## config.mk

```make
export PLATFORM = sky130hd
export DESIGN_NAME = sort_sched
export DESIGN_NICKNAME = d
export VERILOG_FILES = /design/src/rtl/sort_pkg.sv /design/src/rtl/sort_sched_rr_arbiter.sv /design/src/rtl/sort_sched.sv
export SDC_FILE = /design/constraint.sdc
export NUM_CORES = 1
export LEC_CHECK = 0
export ABC_AREA = 0
export CAP_MARGIN = 20
export CORE_UTILIZATION = 51
export DETAILED_ROUTE_END_ITERATION = 10
export PLACE_DENSITY = 0.85
export SYNTH_ARGS = -nofsm -noshare
export SYNTH_HDL_FRONTEND = slang
export SYNTH_SLANG_ARGS = --single-unit
```

## constraint.sdc

```tcl
create_clock -name clk -period 4.5 [get_ports clk]
set_input_delay 1.35 -clock clk [delete_from_list [all_inputs] [get_ports clk]]
set_output_delay 1.35 -clock clk [all_outputs]
set_load 0.05 [all_outputs]
```

## src/rtl/sort_pkg.sv

```systemverilog
// Shared constants and types for the round-robin sort scheduler.
// The engine geometry (W, N, SORT_LAT) is fixed here so every user agrees on it.
package sort_pkg;
    localparam int W        = 16;
    localparam int N        = 5;
    localparam int SORT_LAT = 2;
    localparam int CNTW     = $clog2(N);
    localparam int WCW      = $clog2(SORT_LAT + 1);

    typedef enum logic [1:0] {
        ST_IDLE   = 2'd0,
        ST_GATHER = 2'd1,
        ST_WAIT   = 2'd2,
        ST_EMIT   = 2'd3
    } state_e;

    // Word k of a frame sits at [k*W +: W]; word 0 feeds engine input 1.
    typedef logic [N-1:0][W-1:0] frame_t;

    function automatic int wrap_inc(input int v, input int m);
        return (v + 1 >= m) ? 0 : v + 1;
    endfunction
endpackage

```

## src/rtl/sort_sched_rr_arbiter.sv

```systemverilog
// Combinational round-robin pick: the first asserted request at or above ptr, with wrap.
module rr_arbiter #(
    parameter int NREQ = 2,
    parameter int IDW  = 1
) (
    input  logic [NREQ-1:0] req,
    input  logic [IDW-1:0]  ptr,
    output logic            any,
    output logic [IDW-1:0]  gnt
);
    // Scan from the farthest offset down so the nearest requester is written last and wins.
    always_comb begin
        any = 1'b0;
        gnt = '0;
        for (int i = NREQ - 1; i >= 0; i--) begin
            if (req[(int'(ptr) + i) % NREQ]) begin
                any = 1'b1;
                gnt = IDW'((int'(ptr) + i) % NREQ);
            end
        end
    end
endmodule

```

## src/rtl/sort_sched.sv

```systemverilog
// Sequences one shared 5-input descending sort engine among NREQ requesters:
// gather a frame, hold it on the engine until the result settles, then stream it out.
module sort_sched
    import sort_pkg::*;
#(
    parameter int NREQ = 2,
    localparam int IDW = (NREQ > 1) ? $clog2(NREQ) : 1
) (
    input  logic              clk,
    input  logic              rst_n,
    input  logic [NREQ-1:0]   req_valid,
    input  logic [NREQ*W-1:0] req_data,
    output logic [NREQ-1:0]   req_ready,
    output logic [N*W-1:0]    eng_data_o,
    input  logic [N*W-1:0]    eng_data_i,
    output logic              out_valid,
    output logic [W-1:0]      out_data,
    output logic [IDW-1:0]    out_id,
    output logic              out_last,
    input  logic              out_ready,
    output logic              busy
);
    state_e          state;
    logic [IDW-1:0]  gnt;
    logic [IDW-1:0]  rr_ptr;
    logic [IDW-1:0]  arb_gnt;
    logic            arb_any;
    logic [CNTW-1:0] cnt;
    logic [CNTW-1:0] k;
    logic [WCW-1:0]  wcnt;
    frame_t          frame;
    frame_t          result;

    rr_arbiter #(
        .NREQ (NREQ),
        .IDW  (IDW)
    ) u_arb (
        .req (req_valid),
        .ptr (rr_ptr),
        .any (arb_any),
        .gnt (arb_gnt)
    );

    always_ff @(posedge clk) begin
        if (!rst_n) begin
            state  <= ST_IDLE;
            gnt    <= '0;
            rr_ptr <= '0;
            cnt    <= '0;
            k      <= '0;
            wcnt   <= '0;
            frame  <= '0;
            result <= '0;
        end else begin
            case (state)
                ST_IDLE: begin
                    if (arb_any) begin
                        gnt   <= arb_gnt;
                        cnt   <= '0;
                        state <= ST_GATHER;
                    end
                end
                ST_GATHER: begin
                    if (req_valid[gnt]) begin
                        frame[cnt] <= req_data[int'(gnt)*W +: W];
                        if (cnt == CNTW'(N - 1)) begin
                            wcnt  <= '0;
                            state <= ST_WAIT;
                        end else begin
                            cnt <= cnt + 1'b1;
                        end
                    end
                end
                // Frame is already on eng_data_o; SORT_LAT+1 cycles lets both engine registers fill.
                ST_WAIT: begin
                    if (wcnt == WCW'(SORT_LAT)) begin
                        result <= eng_data_i;
                        k      <= '0;
                        state  <= ST_EMIT;
                    end else begin
                        wcnt <= wcnt + 1'b1;
                    end
                end
                ST_EMIT: begin
                    if (out_ready) begin
                        if (k == CNTW'(N - 1)) begin
                            rr_ptr <= IDW'(wrap_inc(int'(gnt), NREQ));
                            state  <= ST_IDLE;
                        end else begin
                            k <= k + 1'b1;
                        end
                    end
                end
                default: state <= ST_IDLE;
            endcase
        end
    end

    always_comb begin
        req_ready = '0;
        if (state == ST_GATHER) req_ready[gnt] = 1'b1;
    end

    assign eng_data_o = frame;
    assign busy       = (state != ST_IDLE);
    assign out_valid  = (state == ST_EMIT);
    assign out_data   = (state == ST_EMIT) ? result[k] : '0;
    assign out_id     = (state == ST_EMIT) ? gnt : '0;
    assign out_last   = (state == ST_EMIT) && (k == CNTW'(N - 1));
endmodule

```

Word level (Yosys, flattened, before mapping) --
Index checks and enable logic that the tools add are counted.
Word-level totals: memories kept 0, RAM bits 0, bits in read-only memories 0, bits of input ports 117, output and inout bits 102, word-level logic and storage cells 103, flip-flop bits (word level) 172, latch bits 0
Operators by class: multiplexer cells 41, shift-type cells 1, reduce and logical (&&, ||, !) cells 16, multiply operators 0, div/mod/pow operators 0, equality and inequality tests 15, bitwise operators 1, magnitude comparators 8, $add $sub $neg 5
Operators with widths (count):
- $bwmux 80 | 1
- $bmux 16 s3 | 1
- $demux 16 s3 | 1
- $mux 16 | 3
- $shiftx 32x6->16 | 1
- $mux 2 | 10
- $mux 3 | 6
- $mux 1 | 14
- $ne 2x2->1 const B | 7
- $pmux 3 s2 | 2
- $reduce_and 4->1 | 3
- $lt 3x4->1 const B | 2
- $pmux 2 s4 | 1
- $reduce_bool 2->1 | 4
- $add 3x1->3 const B | 2
- $eq 2x2->1 const B | 3
- $eq 3x3->1 const B | 2
- $reduce_and 2->1 | 3
- $reduce_and 6->1 | 1
- $lt 1x2->1 const B | 2
- $ne 2x1->1 const B | 2
- $pmux 2 s2 | 1
- $ge 3x1->1 const B | 1
- $logic_and 1x1->1 | 3
- 11 further kinds | 11

Depth between registers and ports, before layout --
word-level depth 9, depth in mapped cells 8, mapped depth without buffers 6

Hierarchy --
A second synthesis with hierarchy kept.
Second synthesis, totals: cell total of the unflattened synthesis 799, area total of the unflattened synthesis 7156.9 µm²
By module, submodules not included:
- sort_sched | cells an instance 796, instances 1, seq. area each 3443.3 µm², area each 7139.3 µm²
- rr_arbiter | cells an instance 3, instances 1, seq. area each 0.0 µm², area each 17.5 µm²

Worst setup path before layout --
OpenSTA, ideal clock, no wires.
kind flip-flop to output port, from register state[0], to output out_data[0], arrival time 2147 ps, stages on the path, launching flop included 5, slack 1003 ps, path buffers 2, cells stage by stage dfxtp_1 -> ha_1 -> clkbuf_1 -> clkbuf_1 -> nor2b_1
Between the ends: cells in the longest elaborated chain, start to end 2
Ends and longest elaborated chain:
- from (decl) | RTL line sort_sched.sv:23 | state_e state;
- from (signal assigned) | RTL line sort_sched.sv:46 | state <= ST_IDLE;
- from (signal assigned) | RTL line sort_sched.sv:60 | state <= ST_GATHER;
- from (signal assigned) | RTL line sort_sched.sv:68 | state <= ST_WAIT;
- $eq 2x2->1
- via out_valid | RTL line sort_sched.sv:16 | output logic out_valid,
- $mux 16 | RTL line sort_sched.sv:107 | assign out_data = (state == ST_EMIT) ? result[k] : '0;
- to (decl) | RTL line sort_sched.sv:17 | output logic [W-1:0] out_data,
The timed path passes the listed nets, and every way through them passes these cells.

Worst setup path after layout --
from register k[2], to output out_data[3]
Between the ends: cells in the longest elaborated chain, start to end 3
Ends and longest elaborated chain:
- from (decl) | RTL line sort_sched.sv:29 | logic [CNTW-1:0] k;
- from (signal assigned) | RTL line sort_sched.sv:90 | k <= k + 1'b1;
- $bmux 16 s3 | RTL line sort_sched.sv:107
- $mux 16 (not written as such) | RTL line sort_sched.sv:107
- $mux 16 | RTL line sort_sched.sv:107
No other way between the ends. The select of a mux whose other input is x is not followed.

==> results.md <==
* Worst Setup End Kind: primary output
* Flip-flop and latch area at 3440 µm²
* Commonest non-fill, non-tap cells in the layout: 253 x nand2_1, 203 x clkdlybuf4s50_1, 172 x dfxtp_1, 84 x a21boi_0, 81 x o211a_1
* Placed Cells at 1,147
* Number of global-route vias before repair at 6,322
* Slew Limit Fails at 0
* Hpwl dp at 14,500 µm
* Synthesized area per cell at between 9 and 10 µm²
* Clock root cell: clkbuf_16
* Worst-Margin Slew at about 1.0 ns
* RSZ-0062 raised after global routing: false
* #FFs+latches synth at 172
* I/O Pins at 219
* Status: complete, no violations
* Clock network power share at 38.4%
* Unique masters post-synth at 39
* Share of layout cells above drive strength 1 at between 8 and 9%
* Max-slew headroom at 30.0%
* Chip Width at about 120 µm
* Switching part of the total at 28.7%
* Post-synthesis adder-cell area fraction at 1.82%
* Initial drt markers at 381
* Syn Nets at 927
* Final Hold Viols at 0
* Synthesis warning total at 0
* Total iterations of the first detailed-routing run at 5
* Psw at approximately 1.1 mW
* Seq pwr share at 41.2%
* Max cap viols at 0
* Synth Cell Area at 7550 µm²
* Multi-input gate area at 3730 µm²
* Fmax at 0.251 GHz
* Commonest non-fill, non-tap cell in the layout: nand2_1
* Crit path launch type: register
* Cells after Synth at 799
* Post-synthesis mux area share at roughly 8%
* Compound-Gate Fraction of Synth Area at 22.2%
* GRT overflow at 0
* CP Max Fanout at 17
* Critical path arrival at roughly 2.6 ns
* Antenna Cells at 0
* Full die area at between 15,000 and 20,000 µm²
* Comb power frac at 20.4%
* Power per standard cell area at roughly 380 nW/µm²
* Starting Density at 52.2%
* Worst hold-check path type: register to register
* Routed wire length at 20,700 µm
* Worst VDD drop at 251 µV
* DR vias at 6,518
* Crit Path Class: register to primary output
* CTS buffer count at 17
* First-pass GRT wire length at 32,100 µm
* WP data required at 3.15 ns
* Min-delay src: result[53]$_SDFFE_PN0P_
* Post-route ant nets at 0
* Critical Path Start: k[2]$_SDFFE_PN0P_
* DR vias/cell at 5.52
* Simple-gate share of the synthesized area at 17.2%
* Fillers at ~1,100
* CTS resizes at 0
* Crit-path cells: inv_2 -> nor3_2 -> a22oi_1 -> nor2b_1 -> clkdlybuf4s50_1
* Drt drc at 0
* Pwr Total at 3.95 mW
* Power Internal at roughly 2.8 mW
* FF-to-FF Start: state[0]$_SDFFE_PN0P_
* GRT Overall Usage at 28.0%
* Area delta synth->final at 36.7%
* Clk_skew at 0.0193 ns
* Final Non-Filler Cells at around 1,200
* I/O Buffers at 218
* Std cell rows at 44
* Max clock buf depth at 2
* Core Region at 14,500 µm²
* XOR/XNOR Fraction of Synth Area at 0%
* CTS tree: yes
* P_leak at 4.49 nW
* # setup viols final at 0
* Gpl congestion at 0.873
* Slowest cell on the critical path: clkdlybuf4s50_1
* Wire per inst at about 18 µm
* Seq/Total Area, Yosys at around 46%
* Largest family of logic cells by synthesized area: compound AO/OA/AOI/OAI gates
* # Post-CTS Setup Buffers at 0
* TritonCTS sink count at ~170
* Min Tclk post-route at 3.99 ns
* Number of antenna violations at the first check in global routing at 0
* Clk Latency, worst-skew pair at 0.44 ns
* Hold Buf Count CTS at 0
* Final nets at around 1,100
* Largest net degree at the start of global routing at 67
* Period utilisation layout at approximately nine tenths
* H-Tree Depth at 4
* Die H at 124 µm
* CP peak stage delay at approximately 0.8 ns
* Sum of negative setup slack at 0 ns
* Clock-pin slew on the worst setup and hold paths at 0.06 ns
[metal layers]
layer	vias up	track usage, %	wire [µm]
met5	-	0	0
met4	0	12.0	537
met3	38	8.38	1830
met2	249	47.5	9970
met1	3117	32.6	8350
li1	3114	-	-
[kinds of logic (layout without fill, tap and decap cells)]
group | Yosys count | after routing
AOI/OAI and AO/OA | 195 | 195
and+or+nand+nor | 305 | 305
DFF | 172 | 172
adders and majority gates | 11 | 11
muxes | 38 | 38
buffers and inverters | 78 | 275
[power groups by stage]
stage / Clock [mW] / Combinational (mW) / Sequential, mW
6_report: 1.52 / 0.807 / 1.63
5_1_grt: 1.60 / 0.856 / 1.64
4_1_cts: 1.54 / 0.809 / 1.63
3_5_place_dp: 0 / 0.802 / 1.66
3_3_place_gp: 0 / 0.796 / 1.66
2_1_floorplan: 0 / 0.350 / 1.81
[critical path, delay by kind of cell (launching register included)]
| family | cells | cell delay (ns) |
|---|---|---|
| buffers and inverters | 2 | 1.00 |
| and+or+nand+nor | 2 | 0.60 |
| DFF | 1 | 0.45 |
| AOI/OAI and AO/OA | 1 | 0.16 |
[worst paths after layout]
check                                  to  slack, ns  cells past startpoint
hold reg to reg   result[53]$_SDFFE_PN0P_       0.46                      2
setup reg to reg   result[7]$_SDFFE_PN0P_       1.97                      6
hold / removal    result[53]$_SDFFE_PN0P_       0.46                      2
setup / recovery              out_data[3]       0.51                      5
[area by class of cell]
class,instances,area share [%]
Multi-Input combinational cell,549,36.1
Tap cell,184,2.23
Timing Repair Buffer,232,21.9
Inverter,11,0.400
Clock inverter,13,1.59
Sequential cell,172,33.3
Clock buffer,19,4.39
[per-stage QoR]
stage	setup WS, ns	util [%]	area [µm²]	hold slack, ns
6_report	0.510	71.3	10300	0.461
5_1_grt	0.395	71.3	10300	0.482
4_1_cts	0.522	71.2	10300	0.466
3_5_place_dp	0.906	67.0	9700	0.457
3_3_place_gp	1.03	66.8	9680	0.449
2_1_floorplan	1.00	-	7550	0.440
[synthesized netlist by cell type]
master     count  area, µm²
dfxtp_1      172       3440
a2111oi_4      1       27.5
ha_1          11        138
mux2i_1       21        210
a32oi_1        1       8.76
o21ai_0        3       15.0
and3_1         2       12.5
inv_1         10       37.5
nand2b_1       4       25.0
or3_1          1       6.26
nor2b_1       20        125
nor4bb_1       1       10.0
buf_1          3       11.3
a22oi_1       17        128
mux2i_4        1       22.5
a31o_2         1       8.76
a31oi_1        1       6.26
nand2_1      254        953
buf_2         19       95.1
mux4_2        16        360
a21oi_1        2       10.0
nor3_2         1       10.0
nor2_1         8       30.0
nand3b_1       1       7.51
nand3_1        5       25.0
clkbuf_1      31        116
and4b_1        2       20.0
a2111oi_0      1       8.76
buf_6          9        101
buf_4          4       30.0
nor4b_4        2       47.6
o211a_1       81        811
a211oi_1       1       7.51
and2_1         4       25.0
inv_2          1       3.75
clkbuf_2       1       5.00
a21boi_0      84        631
a211o_1        1       8.76
a21bo_2        1       10.0
[state kept, by name (all words and copies together), names as in the netlist]
register    cells
state           2
cnt             3
gnt             1
result         80
k               3
rr_ptr          1
eng_data_o     80
wcnt            2
Note: power is estimated with default switching activity, not from simulation.
